File: config.mk
export PLATFORM = sky130hd
export DESIGN_NAME = ysyx_220053_ifu
export DESIGN_NICKNAME = d
export VERILOG_FILES = /design/src/rtl/ysyx_220053_ifu.sv
export SDC_FILE = /design/constraint.sdc
export NUM_CORES = 1
export LEC_CHECK = 0
export CAP_MARGIN = 15
export CORE_MARGIN = 5
export CORE_UTILIZATION = 50
export CTS_BUF_LIST = sky130_fd_sc_hd__clkbuf_8
export DETAILED_ROUTE_END_ITERATION = 10
export PLACE_DENSITY_LB_ADDON = 0.3
export RECOVER_POWER = 100
export SLEW_MARGIN = 25
export SYNTH_ARGS = -nofsm -noshare
export SYNTH_HDL_FRONTEND = slang
export SYNTH_SLANG_ARGS = --single-unit
File: constraint.sdc
create_clock -name clk -period 5.9 [get_ports clk]
set_input_delay 0.885 -clock clk [delete_from_list [all_inputs] [get_ports clk]]
set_output_delay 0.885 -clock clk [all_outputs]
set_load 0.01 [all_outputs]
File: src/rtl/ysyx_220053_ifu.sv
// ysyx_220053_ifu: instruction fetch stage, one imem request in flight.
// Optional misaligned-redirect fault state: IFU_MISALIGN_CHECK_EN.
module ysyx_220053_ifu #(
  parameter int XLEN = 64,
  parameter logic [XLEN-1:0] RESET_PC = XLEN'(64'h0000_0000_8000_0000)
) (
  input  logic            clk,
  input  logic            rst,
  output logic            imem_req_valid,
  input  logic            imem_req_ready,
  output logic [XLEN-1:0] imem_addr,
  input  logic            imem_resp_valid,
  input  logic [31:0]     imem_resp_data,
  output logic            inst_valid,
  input  logic            inst_ready,
  output logic [31:0]     inst,
  output logic [XLEN-1:0] inst_pc,
  input  logic            redirect_valid,
  input  logic [XLEN-1:0] redirect_pc,
  output logic            misalign_fault
);

`ifdef IFU_MISALIGN_CHECK_EN
  typedef enum logic [2:0] {
    S_REQ, S_WAIT, S_HOLD, S_DROP, S_FAULT
  } state_t;
`else
  typedef enum logic [1:0] {
    S_REQ, S_WAIT, S_HOLD, S_DROP
  } state_t;
`endif

  state_t          r_state;
  state_t          w_state_nx;
  logic [XLEN-1:0] r_pc;
  logic [XLEN-1:0] w_pc_nx;
  logic [31:0]     r_inst;
  logic [XLEN-1:0] r_inst_pc;
  logic            w_cap;
  logic            w_busy;
  logic [XLEN-1:0] w_rpc;

`ifdef IFU_MISALIGN_CHECK_EN
  logic            r_owe;
  logic            w_owe_nx;
  logic            w_mis;

  assign w_rpc = redirect_pc;
  assign w_mis = |redirect_pc[1:0];
  assign misalign_fault = (r_state == S_FAULT);
`else
  assign w_rpc = redirect_pc & ~XLEN'(3);
  assign misalign_fault = 1'b0;
`endif

  // a response is still owed by memory after this cycle
  always_comb begin
    w_busy = (r_state == S_REQ && imem_req_ready)
          || ((r_state == S_WAIT || r_state == S_DROP)
              && !imem_resp_valid);
`ifdef IFU_MISALIGN_CHECK_EN
    if (r_state == S_FAULT && r_owe && !imem_resp_valid)
      w_busy = 1'b1;
`endif
  end

  assign imem_req_valid = (r_state == S_REQ) && !rst;
  assign imem_addr      = r_pc;
  assign inst_valid     = (r_state == S_HOLD) && !redirect_valid;
  assign inst           = r_inst;
  assign inst_pc        = r_inst_pc;

  // next state, next pc; redirect overrides normal flow
  always_comb begin
    w_state_nx = r_state;
    w_pc_nx    = r_pc;
    w_cap      = 1'b0;
`ifdef IFU_MISALIGN_CHECK_EN
    w_owe_nx   = r_owe;
`endif
    if (redirect_valid) begin
      w_pc_nx    = w_rpc;
      w_state_nx = w_busy ? S_DROP : S_REQ;
`ifdef IFU_MISALIGN_CHECK_EN
      if (w_mis) begin
        w_state_nx = S_FAULT;
        w_owe_nx   = w_busy;
      end else begin
        w_owe_nx   = 1'b0;
      end
`endif
    end else begin
      unique case (r_state)
        S_REQ: begin
          if (imem_req_ready)
            w_state_nx = S_WAIT;
        end
        S_WAIT: begin
          if (imem_resp_valid) begin
            w_cap      = 1'b1;
            w_state_nx = S_HOLD;
          end
        end
        S_HOLD: begin
          if (inst_ready) begin
            w_pc_nx    = r_pc + XLEN'(4);
            w_state_nx = S_REQ;
          end
        end
        S_DROP: begin
          if (imem_resp_valid)
            w_state_nx = S_REQ;
        end
`ifdef IFU_MISALIGN_CHECK_EN
        S_FAULT: begin
          if (imem_resp_valid)
            w_owe_nx = 1'b0;
        end
`endif
        default: w_state_nx = S_REQ;
      endcase
    end
  end

  // state, pc and held instruction registers
  always_ff @(posedge clk) begin
    if (rst) begin
      r_state   <= S_REQ;
      r_pc      <= RESET_PC;
      r_inst    <= '0;
      r_inst_pc <= RESET_PC;
    end else begin
      r_state <= w_state_nx;
      r_pc    <= w_pc_nx;
      if (w_cap) begin
        r_inst    <= imem_resp_data;
        r_inst_pc <= r_pc;
      end
    end
  end

`ifdef IFU_MISALIGN_CHECK_EN
  // response still owed while parked in FAULT
  always_ff @(posedge clk) begin
    if (rst)
      r_owe <= 1'b0;
    else
      r_owe <= w_owe_nx;
  end
`endif

endmodule
**Word-level counts from Yosys, hierarchy flattened**

Index checks and enable logic that the tools add are counted.

- Reductions and logical operators: 16
- $mul: 0
- Add/subtract/negate cells: 1
- Divide/modulo/power cells: 0
- Shift operators: 0
- Bitwise gates (word level): 0
- Order comparisons: 0
- Mux-type cells: 13
- Equal/unequal tests: 7

Operators with widths:

| kind | count |
|---|---|
| $mux 64 | 3 |
| $add 64x3->64 const B | 1 |
| $mux 2 | 6 |
| $ne 3x3->1 const B | 4 |
| $pmux 2 s4 | 1 |
| $eq 2x2->1 const B | 2 |
| $logic_and 1x1->1 | 4 |
| $reduce_and 2->1 | 2 |
| $reduce_and 4->1 | 1 |
| $reduce_bool 2->1 | 2 |
| $logic_not 1->1 | 3 |
| $mux 1 | 3 |
| $eq 2x1->1 const B | 1 |
| $logic_not 2->1 | 1 |
| $logic_or 1x1->1 | 2 |
| $reduce_or 2->1 | 1 |

- Latch bits: 0
- Word-level logic and storage cells: 42
- Register bits: 162
- Memory bits (writable): 0
- Memories: 0
- ROM bits: 0
- Input port bits: 102
- Output and inout port bits: 163

**Depth between registers and ports, before layout**

- Depth in word-level cells: 6
- Mapped depth: 8
- Gate-level depth less buffers: 6

**Worst setup path after synthesis**

Ideal clock, no wire load.

- Kind: input -> output
- Start point: input port redirect_valid
- End point: output port inst_valid
- Required time: 5.015 ns
- Cell stages on the path: 3
- Arrival: 1.591 ns
- Buffers on the path: 2
- Slack: 3.424 ns
- Cells stage by stage: clkbuf_1 -> clkbuf_1 -> nor3b_1

- Word-level cells in the longest chain between the ends: 2

RTL lines:

| element | RTL line | source |
|---|---|---|
| start, declared | 18 | `input logic redirect_valid,` |
| $logic_not 1->1 | 69 | `assign inst_valid = (r_state == S_HOLD) && !redirect_valid;` |
| $logic_and 1x1->1 | 69 |  |
| end, declared | 14 | `output logic inst_valid,` |

Every way passes these cells.

**Final worst setup path**

- Start point: input port rst
- End point: register r_pc[38], in the netlist imem_addr[38]

RTL lines:

| element | RTL line | source |
|---|---|---|
| start, declared | 8 | `input logic rst,` |
| end signal, assigned | 134 | `r_pc <= w_pc_nx;` |
| end, declared | 35 | `logic [XLEN-1:0] r_pc;` |

No word-level cell between the ends.

==> qor.yml <==
cts-root-buf: "clkbuf_8"
vias_per_cell: 5.60
hold_viol_final: 0
reg2reg_to: "inst_pc[48]$_SDFFE_PP0P_"
final.setup.tns_ps: 0
finalWorstSetupSlack_ps: 1530
ios: 265
cts_resized: 0
core-area_sq_mm: 0.0139
clk_latency_ps: 440
initial_utilization: 0.511
dp_hpwl_mm: 16.0
worstSetupEndpointType: "register"
setup_viol: 0
clock_sinks: 158
drc: 0
postSynthCellCount: 894
crit_arrival_ps: 4590
pwr-share-comb: 0.119
drive_above_1_share: 0.0459
ant_nets: 0
grt_pass1_wl_mm: 34.9
worst_slew_pin_slew_ps: 2470
synth-seq-cells: 158
grt_antenna_before_repair: 1
vias: 7356
io_buffers: 257
post-place-ws_ps: 2380
powerDensity_mw_per_mm2: 228
switching_share: 0.265
leakagePower_nw: 3.86
final_net_count: 1224
post-cts-setup-buffers: 0
ctsHoldBuffers: 0
start_kind: "primary input"
multi_input_area_sq_mm: 0.00367
rsz0062_at_grt: "no"
synth_area_per_cell_sq_um: 7.97
finClkSkew_ps: 14.3
seqPwrFrac: 0.506
fillCellCount: 1124
grt_pass1_vias: 6807
grt_max_degree: 100
critPathKind: "primary input to register"
fmax_ghz: 0.229
async_reset_ff_frac: 0
h-tree-depth: 4
drv_slew: 260
cts_tree: "built"
failed_checks: "capacitance limit, slew limit"
drv_cap: 4
hold_ws_ps: 452
drt_iter0_markers: 559
hold-path-cell-count: 2
die_x_microns: 129
cts_made_buffers: 17
fin_crit_sh: 0.741
path_max_fanout: 99
avgRoutedWirePerCell_microns: 17.1
synth_area_sq_mm: 0.00712
groute.usage.overall: 0.262
rows: 43
worstHoldStart: "inst[7]$_SDFFE_PP0P_"
yosys_most_used_dff: "dfxtp_1"
synth_edf_count: 0
p_int_mw: 1.69
yosysWarnings: 0
die_h_microns: 129
status: "finished with violations"
n_antenna_cell: 0
seq_area_frac_synth: 0.444
r2r_slack_ps: 2510
period_minus_slack_ps: 4370
wirelength_mm: 22.4
whs_endpoint: "inst[7]$_SDFFE_PP0P_"
regToRegStartpoint: "r_state[0]$_SDFFE_PP0P_"
clockPowerShare: 0.375
reg2reg_depth: 4
synth.distinct_cells: 55
switchingPower_mw: 0.611
syn_to_final_growth_pct: 42.2
hold_path_class: "register to register"
grt-ovfl-total: 0
seqCellArea_sq_mm: 0.00316
critPathRequiredTime_ps: 6110
vdd_drop_max_uv: 211
firstDrtPassIters: 6
gp_congestion: 0.907
dieArea_sq_mm: 0.0167
cts_buffer_depth: 2
slew_headroom: -0.648
clk_pin_slew_ps: 90
-- layout by cell type (no fill, tap or decap), types with 9 or more instances in the layout --
cell type	count
nor3_1	17
dlygate4sd3_1	160
o21ai_0	16
o31ai_1	10
a21oi_1	100
nand3_1	31
or4_1	9
clkbuf_8	18
dfxtp_1	158
or3_1	12
nand2_1	222
nand4_1	29
clkdlybuf4s50_1	96
xor2_1	28
nor2_1	73
a211oi_1	25
a311oi_1	20
-- cell families after synthesis --
kind of cell | after synthesis | share of synthesized area
and+or+nand+nor | 443 | 0.305
AOI/OAI and AO/OA | 184 | 0.159
DFF | 158 | 0.444
buffers and inverters | 68 | 0.0406
xor gates and xnor gates | 34 | 0.0418
muxes | 5 | 0.00703
adders and majority gates | 1 | 0.00176
other | 1 | 0.000527
-- area by class of cell --
type / instances / area share
inverters: 7 / 0.00272
clock buffers: 18 / 0.0245
multi-input cells: 672 / 0.362
repair buffers: 265 / 0.258
clock inverters: 14 / 0.0178
flip-flops and latches: 158 / 0.312
well taps: 180 / 0.0222
-- flip-flops by register name (all words and copies together) (netlist names) --
| register | flops |
|---|---|
| r_state | 2 |
| imem_addr | 62 |
| inst | 32 |
| inst_pc | 62 |
-- how the worst max path moves through the flow --
stage	from	endpoint	cells after the start	slack, ps
global placement	inst_ready	imem_addr[52]$_SDFFE_PP0P_	6	2420
CTS	redirect_valid	inst_valid	3	2500
detailed placement	redirect_valid	inst[30]$_SDFFE_PP0P_	6	2380
global route	rst	imem_addr[38]$_SDFFE_PP0P_	3	1230
floorplan	redirect_valid	inst_valid	3	3420
finish	rst	imem_addr[38]$_SDFFE_PP0P_	3	1530
-- critical path: stages --
cell and delay [ps]:
clkbuf_1 1720, clkbuf_2 1720, a2111oi_0 180
-- cells in the mapped netlist, types with 4 or more instances --
| cell | n | share of area |
|---|---|---|
| and3_1 | 7 | 0.0061 |
| clkbuf_1 | 48 | 0.025 |
| nor3_1 | 16 | 0.011 |
| or3_1 | 12 | 0.011 |
| o21ai_0 | 16 | 0.011 |
| buf_1 | 5 | 0.0026 |
| nand2_1 | 222 | 0.12 |
| mux2i_1 | 5 | 0.0070 |
| dfxtp_1 | 158 | 0.44 |
| inv_1 | 5 | 0.0026 |
| xnor2_1 | 6 | 0.0074 |
| and4_1 | 5 | 0.0061 |
| a311oi_1 | 20 | 0.025 |
| a211oi_1 | 25 | 0.026 |
| nand4_1 | 29 | 0.025 |
| and2_1 | 4 | 0.0035 |
| nor2_1 | 73 | 0.038 |
| buf_4 | 6 | 0.0063 |
| a21oi_1 | 100 | 0.070 |
| nand3_1 | 31 | 0.022 |
| xor2_1 | 28 | 0.034 |
| o31ai_1 | 10 | 0.011 |
| or4_1 | 9 | 0.0095 |
| nor4_1 | 5 | 0.0044 |
-- routing by layer --
metal	global-route usage	vias to the layer above	part of all wire
met2	0.436	289	0.48
met5	0	-	0.00080
met1	0.321	3428	0.40
met3	0.0796	41	0.095
met4	0.0970	2	0.026
li1	-	3596	-
-- power groups by stage --
stage          Clock, mW  Sequential (mW)  Combinational [mW]
2_1_floorplan          0             1.19               0.115
3_3_place_gp           0             1.19               0.287
3_5_place_dp           0             1.19               0.289
4_1_cts            0.881             1.17               0.291
5_1_grt            0.927             1.17               0.299
6_report           0.863             1.17               0.275
-- metrics by stage --
step	utilization	instance area, sq um	cells	power, mW
6_report	0.727	10100	1314	2.30
5_1_grt	0.727	10100	1314	2.40
4_1_cts	0.729	10200	1314	2.34
3_5_place_dp	0.699	9730	1282	1.48
3_3_place_gp	0.699	9730	1282	1.48
2_1_floorplan	-	7140	898	1.30
Note: power is estimated with default switching activity, not from simulation.
